[src/rtl/lsu.sv]
// Load/store unit: accepts one RV32I memory operation at a time from the
// execute stage, issues a single access to the dtcm and returns a one-cycle
// writeback pulse. Sequence is IDLE -> REQ -> WAIT -> DONE -> IDLE; illegal
// width codes go straight from IDLE to DONE with lsu_err set.
// Optional build macro LSU_MISALIGN_CHK_EN: when defined, halfword accesses
// at odd addresses and word accesses not on a 4-byte boundary are rejected
// like illegal width codes; when undefined they are issued unchanged.
module lsu #(
  parameter int DW = 32,
  parameter int AW = 32
) (
  input  logic          clk,
  input  logic          rst,
  input  logic          lsu_valid,
  output logic          lsu_ready,
  input  logic          lsu_is_store,
  input  logic [2:0]    lsu_funct3,
  input  logic [AW-1:0] lsu_rs1,
  input  logic [AW-1:0] lsu_imm,
  input  logic [DW-1:0] lsu_rs2,
  input  logic [4:0]    lsu_rd,
  output logic          req_to_dtcm,
  output logic          load_to_dtcm,
  output logic          store_to_dtcm,
  output logic [AW-1:0] addr_to_dtcm,
  output logic [DW-1:0] store_data_to_dtcm,
  output logic [3:0]    store_mask_to_dtcm,
  input  logic          res_from_dtcm,
  input  logic [DW-1:0] data_from_dtcm,
  output logic          wb_valid,
  output logic          wb_we,
  output logic [4:0]    wb_rd,
  output logic [DW-1:0] wb_data,
  output logic          lsu_err
);

  typedef enum logic [1:0] {IDLE, REQ, WAIT, DONE} state_t;

  state_t        state;
  logic          op_store;
  logic [2:0]    op_funct3;
  logic [4:0]    op_rd;

  logic [AW-1:0] eff_addr;
  logic          bad_funct3;
  logic          misaligned;
  logic [DW-1:0] st_data;
  logic [3:0]    st_mask;

  // Effective address, legality and store lane formatting of the offered op
  always_comb begin
    eff_addr   = lsu_rs1 + lsu_imm;
    bad_funct3 = lsu_is_store ? (lsu_funct3 > 3'd2)
                              : (lsu_funct3 == 3'b011 || lsu_funct3 == 3'b110 ||
                                 lsu_funct3 == 3'b111);
`ifdef LSU_MISALIGN_CHK_EN
    misaligned = (lsu_funct3[1:0] == 2'b01 && eff_addr[0]) ||
                 (lsu_funct3[1:0] == 2'b10 && eff_addr[1:0] != 2'b00);
`else
    misaligned = 1'b0;
`endif
    st_data = '0;
    st_mask = '0;
    if (lsu_is_store) begin
      case (lsu_funct3)
        3'b000: begin
          st_data = {{(DW-8){1'b0}}, lsu_rs2[7:0]};
          st_mask = 4'b1110;
        end
        3'b001: begin
          st_data = {{(DW-16){1'b0}}, lsu_rs2[15:0]};
          st_mask = 4'b1100;
        end
        default: begin
          st_data = lsu_rs2;
          st_mask = 4'b0000;
        end
      endcase
    end
  end

  // Extract and extend the addressed bytes of a load response
  function automatic logic [DW-1:0] load_ext(input logic [2:0] f3, input logic [DW-1:0] d);
    case (f3)
      3'b000:  return {{(DW-8){d[7]}}, d[7:0]};
      3'b100:  return {{(DW-8){1'b0}}, d[7:0]};
      3'b001:  return {{(DW-16){d[15]}}, d[15:0]};
      3'b101:  return {{(DW-16){1'b0}}, d[15:0]};
      default: return d;
    endcase
  endfunction

  // Operation sequencer with all outputs registered
  always_ff @(posedge clk) begin
    if (rst) begin
      state              <= IDLE;
      lsu_ready          <= 1'b1;
      op_store           <= 1'b0;
      op_funct3          <= '0;
      op_rd              <= '0;
      req_to_dtcm        <= 1'b0;
      load_to_dtcm       <= 1'b0;
      store_to_dtcm      <= 1'b0;
      addr_to_dtcm       <= '0;
      store_data_to_dtcm <= '0;
      store_mask_to_dtcm <= '0;
      wb_valid           <= 1'b0;
      wb_we              <= 1'b0;
      wb_rd              <= '0;
      wb_data            <= '0;
      lsu_err            <= 1'b0;
    end else begin
      case (state)
        IDLE: begin
          if (lsu_valid) begin
            lsu_ready <= 1'b0;
            op_store  <= lsu_is_store;
            op_funct3 <= lsu_funct3;
            op_rd     <= lsu_rd;
            if (bad_funct3 || misaligned) begin
              state    <= DONE;
              wb_valid <= 1'b1;
              wb_we    <= 1'b0;
              wb_rd    <= lsu_rd;
              wb_data  <= '0;
              lsu_err  <= 1'b1;
            end else begin
              state              <= REQ;
              req_to_dtcm        <= 1'b1;
              load_to_dtcm       <= ~lsu_is_store;
              store_to_dtcm      <= lsu_is_store;
              addr_to_dtcm       <= eff_addr;
              store_data_to_dtcm <= st_data;
              store_mask_to_dtcm <= st_mask;
            end
          end
        end
        REQ: begin
          state              <= WAIT;
          req_to_dtcm        <= 1'b0;
          load_to_dtcm       <= 1'b0;
          store_to_dtcm      <= 1'b0;
          addr_to_dtcm       <= '0;
          store_data_to_dtcm <= '0;
          store_mask_to_dtcm <= '0;
        end
        WAIT: begin
          if (res_from_dtcm) begin
            state    <= DONE;
            wb_valid <= 1'b1;
            wb_we    <= ~op_store && (op_rd != 5'd0);
            wb_rd    <= op_rd;
            wb_data  <= op_store ? '0 : load_ext(op_funct3, data_from_dtcm);
            lsu_err  <= 1'b0;
          end
        end
        DONE: begin
          state     <= IDLE;
          lsu_ready <= 1'b1;
          wb_valid  <= 1'b0;
          wb_we     <= 1'b0;
          wb_rd     <= '0;
          wb_data   <= '0;
          lsu_err   <= 1'b0;
        end
        default: state <= IDLE;
      endcase
    end
  end

endmodule

[config.mk]
export PLATFORM = sky130hd
export DESIGN_NAME = lsu
export DESIGN_NICKNAME = d
export VERILOG_FILES = /design/src/rtl/lsu.sv
export SDC_FILE = /design/constraint.sdc
export NUM_CORES = 1
export LEC_CHECK = 0
export ABC_CLOCK_PERIOD_IN_PS = 3500
export CORE_MARGIN = 2
export CORE_UTILIZATION = 35
export DETAILED_ROUTE_END_ITERATION = 12
export GPL_TIMING_DRIVEN = 0
export PLACE_DENSITY = 0.65
export SETUP_SLACK_MARGIN = 0.2
export SYNTH_ARGS = -nofsm -noshare
export SYNTH_HDL_FRONTEND = slang
export SYNTH_SLANG_ARGS = --single-unit
[constraint.sdc]
create_clock -name clk -period 3.5 [get_ports clk]
set_input_delay 0.7 -clock clk [delete_from_list [all_inputs] [get_ports clk]]
set_output_delay 0.7 -clock clk [all_outputs]
set_load 0.01 [all_outputs]
* Word level (Yosys, flattened, before mapping)
Index checks and enable logic that the tools add are counted.
Widths: inputs -> output; s select.
** Storage, ports and cells
- Bits in registers :: 123
- Output and inout bits :: 112
** Cells by class
- $add $sub $neg :: 1
- $lt $le $gt $ge :: 1
- Equality and inequality tests :: 14
- Muxes and demuxes :: 49
- Bitwise logic cells :: 2
- Reductions and logical operators :: 15
** Operators by type and width (count)
- $mux 32 :: 9
- $pmux 32 s2 :: 3
- $pmux 32 s4 :: 1
- $pmux 32 s3 :: 1
- $add 32x32->32 :: 1
- $pmux 4 s2 :: 2
- $mux 1 :: 15
- $mux 5 :: 3
- $pmux 5 s3 :: 1
- $eq 3x3->1 const B :: 4
- $mux 4 :: 3
- $pmux 1 s3 :: 3
- $ne 2x2->1 const B :: 4
- $pmux 1 s2 :: 4
- $pmux 2 s4 :: 1
- $eq 3x1->1 const B :: 2
- $logic_not 3->1 :: 2
- $mux 2 :: 3
- $reduce_and 2->1 :: 3
- $reduce_bool 5->1 :: 1
- $eq 2x2->1 const B :: 2
- $reduce_and 4->1 :: 1
- $reduce_bool 2->1 :: 2
- $eq 3x2->1 const B :: 1
- 8 further kinds :: 10

* Longest topological paths before layout
- Depth in word-level cells :: 7
- Mapped depth :: 11
- Gate-level depth less buffers :: 11

* Worst setup path after synthesis
OpenSTA, ideal clock, no wires.
- Path type :: input port to flip-flop
- Start :: input lsu_rs1[0]
- End :: register addr_to_dtcm[28]
- Data arrival time :: 2.626 ns
- Required time :: 3.426 ns
- Slack :: 0.800 ns
- Cell stages on the path :: 11
- Path buffers :: 0
- Path through :: ha_1 inv_1 fa_1 nor2b_1 o21ai_0 a21oi_1 and3b_1 o311ai_2 a31oi_1 xor2_1 o21ai_0
** On the way
- Cells in the longest elaborated chain, start to end :: 4
** RTL lines
- start, declared :: RTL line 18 : input logic [AW-1:0] lsu_rs1,
- $add 32x32->32 :: RTL line 52 : eff_addr = lsu_rs1 + lsu_imm;
- $mux 32 :: RTL line 120 : if (bad_funct3 || misaligned) begin
- $mux 32 :: RTL line 115 : if (lsu_valid) begin
- $pmux 32 s2 :: RTL line 113 : case (state)
- end signal, assigned :: RTL line 132 : addr_to_dtcm <= eff_addr;
- end, declared :: RTL line 25 : output logic [AW-1:0] addr_to_dtcm,
Every way passes these cells. The select of a mux whose other input is x is not followed.
A chain may end at the register's enable or synchronous reset.

* Worst setup path in the final report
- Start :: input lsu_imm[0]
- End :: register addr_to_dtcm[28]
** On the way
- Cells in the longest elaborated chain, start to end :: 4
** RTL lines
- start, declared :: RTL line 19 : input logic [AW-1:0] lsu_imm,
- $add 32x32->32 :: RTL line 52
- $mux 32 :: RTL line 120
- $mux 32 :: RTL line 115
- $pmux 32 s2 :: RTL line 113
Every way passes these cells. The select of a mux whose other input is x is not followed.

==> flow_metrics.tcl <==
set metrics [dict create \
    crit_slowest_cell "clkdlybuf4s50_1" \
    worst_setup_path_end_kind "register" \
    ir_worst_vdd_mv 0.332 \
    drc 0 \
    yosys-mux-area-fraction_pct 0.485 \
    crit_path_frequent_cell "o21ai_0" \
    start_kind "primary input" \
    syn_avg_cell_area_sq_um 8.13 \
    cp_num_cells 12 \
    htree_levels 4 \
    synth_nets 938 \
    tightestPinTransition_ns 1.03 \
    critPathBufInv 2 \
    path_class "in -> reg" \
    cts_made_buffers 17 \
    fp.dieH_um 137 \
    timing.rr.start "state[0]" \
    synth_top_area_cell "dfxtp_1" \
    area_growth_pct 55.2 \
    hold_viol_final 0 \
    slowest_delay_ns 0.47 \
    powerDensity_nw_per_um2 574 \
    syn_inst 761 \
    synth_adder_area_share_pct 7.40 \
    wl_per_cell_um 16.1 \
    power.leakage_nw 3.66 \
    skew_ns 0.00669 \
    overflow 0 \
    grtUsageMet2_pct 35.3 \
    portBuffers 251 \
    antenna_found_initial 0 \
    dieArea_sq_um 18800 \
    start_util_pct 35.8 \
    grt_pass1_vias 6241 \
    root_buffer "clkbuf_16" \
    synth-compound-area-share_pct 24.9 \
    tns_ns 0 \
    synthArstFlopShare_pct 0 \
    grt_pass1_wl_um 31900 \
    dr.first_iter.drc_count 269 \
    clkTransAtPathRegs_ns 0.06 \
    ys_types 60 \
    cts_tree "built" \
    drt_wl_total_um 20500 \
    dp_slack_ns -0.167 \
    grt.busiest_layer "met2" \
    multi_input_area_sq_um 3520 \
    clkSinkCount 121 \
    worstRegToRegCells 10 \
    nets 1208 \
    synth-seq-area-share_pct 39.2 \
    final_common_cell "clkdlybuf4s50_1" \
    io_pins 253 \
    final_cell_mix "clkdlybuf4s50_1 (251), dfxtp_1 (121), nor2_1 (106)" \
    seqCellArea_sq_um 2420 \
    postCtsSetupRepairBufs 0 \
    firstDrtPassIters 4 \
    netlist_area_sq_um 6190 \
    setup_viol 0 \
    final_layout_size_suffix_gt1_share_pct 4.89 \
    cp_cell_sequence "clkdlybuf4s50_1, ha_1, inv_1, fa_1, nor2b_1, o21ai_0, a21oi_1, and3b_1, o311ai_4, a31oi_1, xor2_1, o21ai_0" \
    worstHoldStart "addr_to_dtcm[31]" \
    ys.flop_type "dfxtp_1" \
    grt_start_max_net_pins 17 \
    yosys.area_share.simple_pct 20.0 \
    num_vias 6491 \
    critical-path-top-delay-family "compound AO/OA/AOI/OAI gates" \
    hpwl_um 15900 \
    drv_slew 0 \
    hp-class "reg -> reg" \
    clk_latency_ns 0.41 \
    core-area_sq_um 17300 \
    fp.dieW_um 137 \
    crit_required_ns 3.83 \
    r2r_slack_ns 0.63 \
    fmax_mhz 325 \
    num-fill-cells 1685 \
    max-slew-margin-rel_pct 30.7 \
    cap_viol_max_count 0 \
    n_antenna_cell 0 \
    outcome "finished, final reports clean" \
    grt_util_all_layers_pct 21.7 \
    rows 48 \
    crit_fanout 4 \
    synth_top_family_by_area "compound AO/OA/AOI/OAI gates" \
    synthTopCellsByArea "dfxtp_1 (39%), ha_1 (7.1%), a21oi_1 (6.7%)" \
    arrival_ns 3.41 \
    crit_start "lsu_imm[0]" \
    detail_route.vias_per_cell 5.12 \
    rsz0062_at_grt "false" \
    use_met1_pct 27.4 \
    yosys_warnings 0 \
    globalRouteMet3Util_pct 6.78 \
    setup_slack_ns 0.422 \
    ant_nets 0 \
    synth.ff_latch_count 121 \
    synth_edf_count 0 \
    worstHoldPathCells 2 \
    cts_buffer_depth 2 \
    post-route-period-util_pct 87.9 \
    finalCriticalPeriod_ns 3.08 \
    synth_xor_area_share_pct 3.82 \
    yosysTopAreaCellShare_pct 39.2 \
    place.gp.congestion 0.864 \
]
==> where the power goes <==
group | internal (mW) | total (mW) | switching (mW)
Clock | 1.14 | 1.82 | 0.678
Sequential | 1.58 | 1.69 | 0.118
Combinational | 0.858 | 2.00 | 1.14
==> synthesized netlist by cell type, types with 15 or more instances <==
master and n:
nand3_1 15, clkbuf_1 34, dfxtp_1 121, nor2_1 106, a211oi_1 16, nor3_1 26
o21ai_0 34, a22oi_1 43, a21o_1 17, nor2b_1 21, ha_1 35, nand2_1 74
a21oi_1 83
==> routing by layer <==
layer	up-vias	wire, um
met5	-	0
met4	0	376
met3	27	1520
met2	217	9540
met1	2995	9060
li1	3252	-
==> repair_timing <==
action | 4_1_cts | 5_1_grt
resized for setup | 0 | 1
hold buffers | 0 | 0
setup endpoints to repair | 0 | 3
==> through the flow <==
stage	instances	utilization [%]	hold WS, ns	cell area [sq um]	power [mW]
4_1_cts	1269	55.4	0.444	9590	5.56
5_1_grt	1269	55.5	0.469	9600	5.85
3_5_place_dp	1237	51.9	0.436	8980	3.72
6_report	1269	55.5	0.440	9600	5.51
2_1_floorplan	761	-	0.445	6190	2.85
3_3_place_gp	1237	51.9	0.433	8980	3.72
==> state kept, by name, summed over array words and instances, names as in the netlist <==
name / cells
addr_to_dtcm: 32
load_to_dtcm: 1
lsu_err: 1
lsu_ready: 1
op_funct3: 3
op_rd: 5
op_store: 1
req_to_dtcm: 1
state: 2
store_data_to_dtcm: 32
store_mask_to_dtcm: 2
store_to_dtcm: 1
wb_data: 32
wb_rd: 5
wb_valid: 1
wb_we: 1
==> worst paths after layout <==
| kind | to |
|---|---|
| setup / recovery | addr_to_dtcm[28] |
| hold / removal | addr_to_dtcm[31] |
| setup reg to reg | store_mask_to_dtcm[2] |
| hold reg to reg | addr_to_dtcm[31] |
==> cell type report <==
class                      count  share of cell area [%]
clock buffer                  18                    4.57
sequential                   121                    25.2
clock inverter                14                    1.79
tap                          225                    2.93
inverter                      12                   0.469
multi-input combinational    580                    36.6
buffer                        48                    2.22
timing repair buffer         251                    26.2
==> worst register-to-register path: stages, from the launching register on <==
cell      delay, ns
dfxtp_1        0.38
inv_1          0.10
ha_1           0.22
clkbuf_1       0.22
and2_1         0.19
clkbuf_1       0.22
a21oi_1        0.47
buf_2          0.32
buf_1          0.41
a22oi_1        0.18
nor2_1         0.11
==> cell families (layout without fill, tap and decap cells) <==
logic type	after synthesis	count (layout)
AND/OR/NAND/NOR	275	275
AO/OA/AOI/OAI	238	238
flip-flops	121	121
buffers and inverters	60	343
adder cells (fa/ha/maj)	36	36
XOR/XNOR	27	27
multiplexers	3	3
other	1	1
No activity file was read; power rests on OpenSTA's default activity.
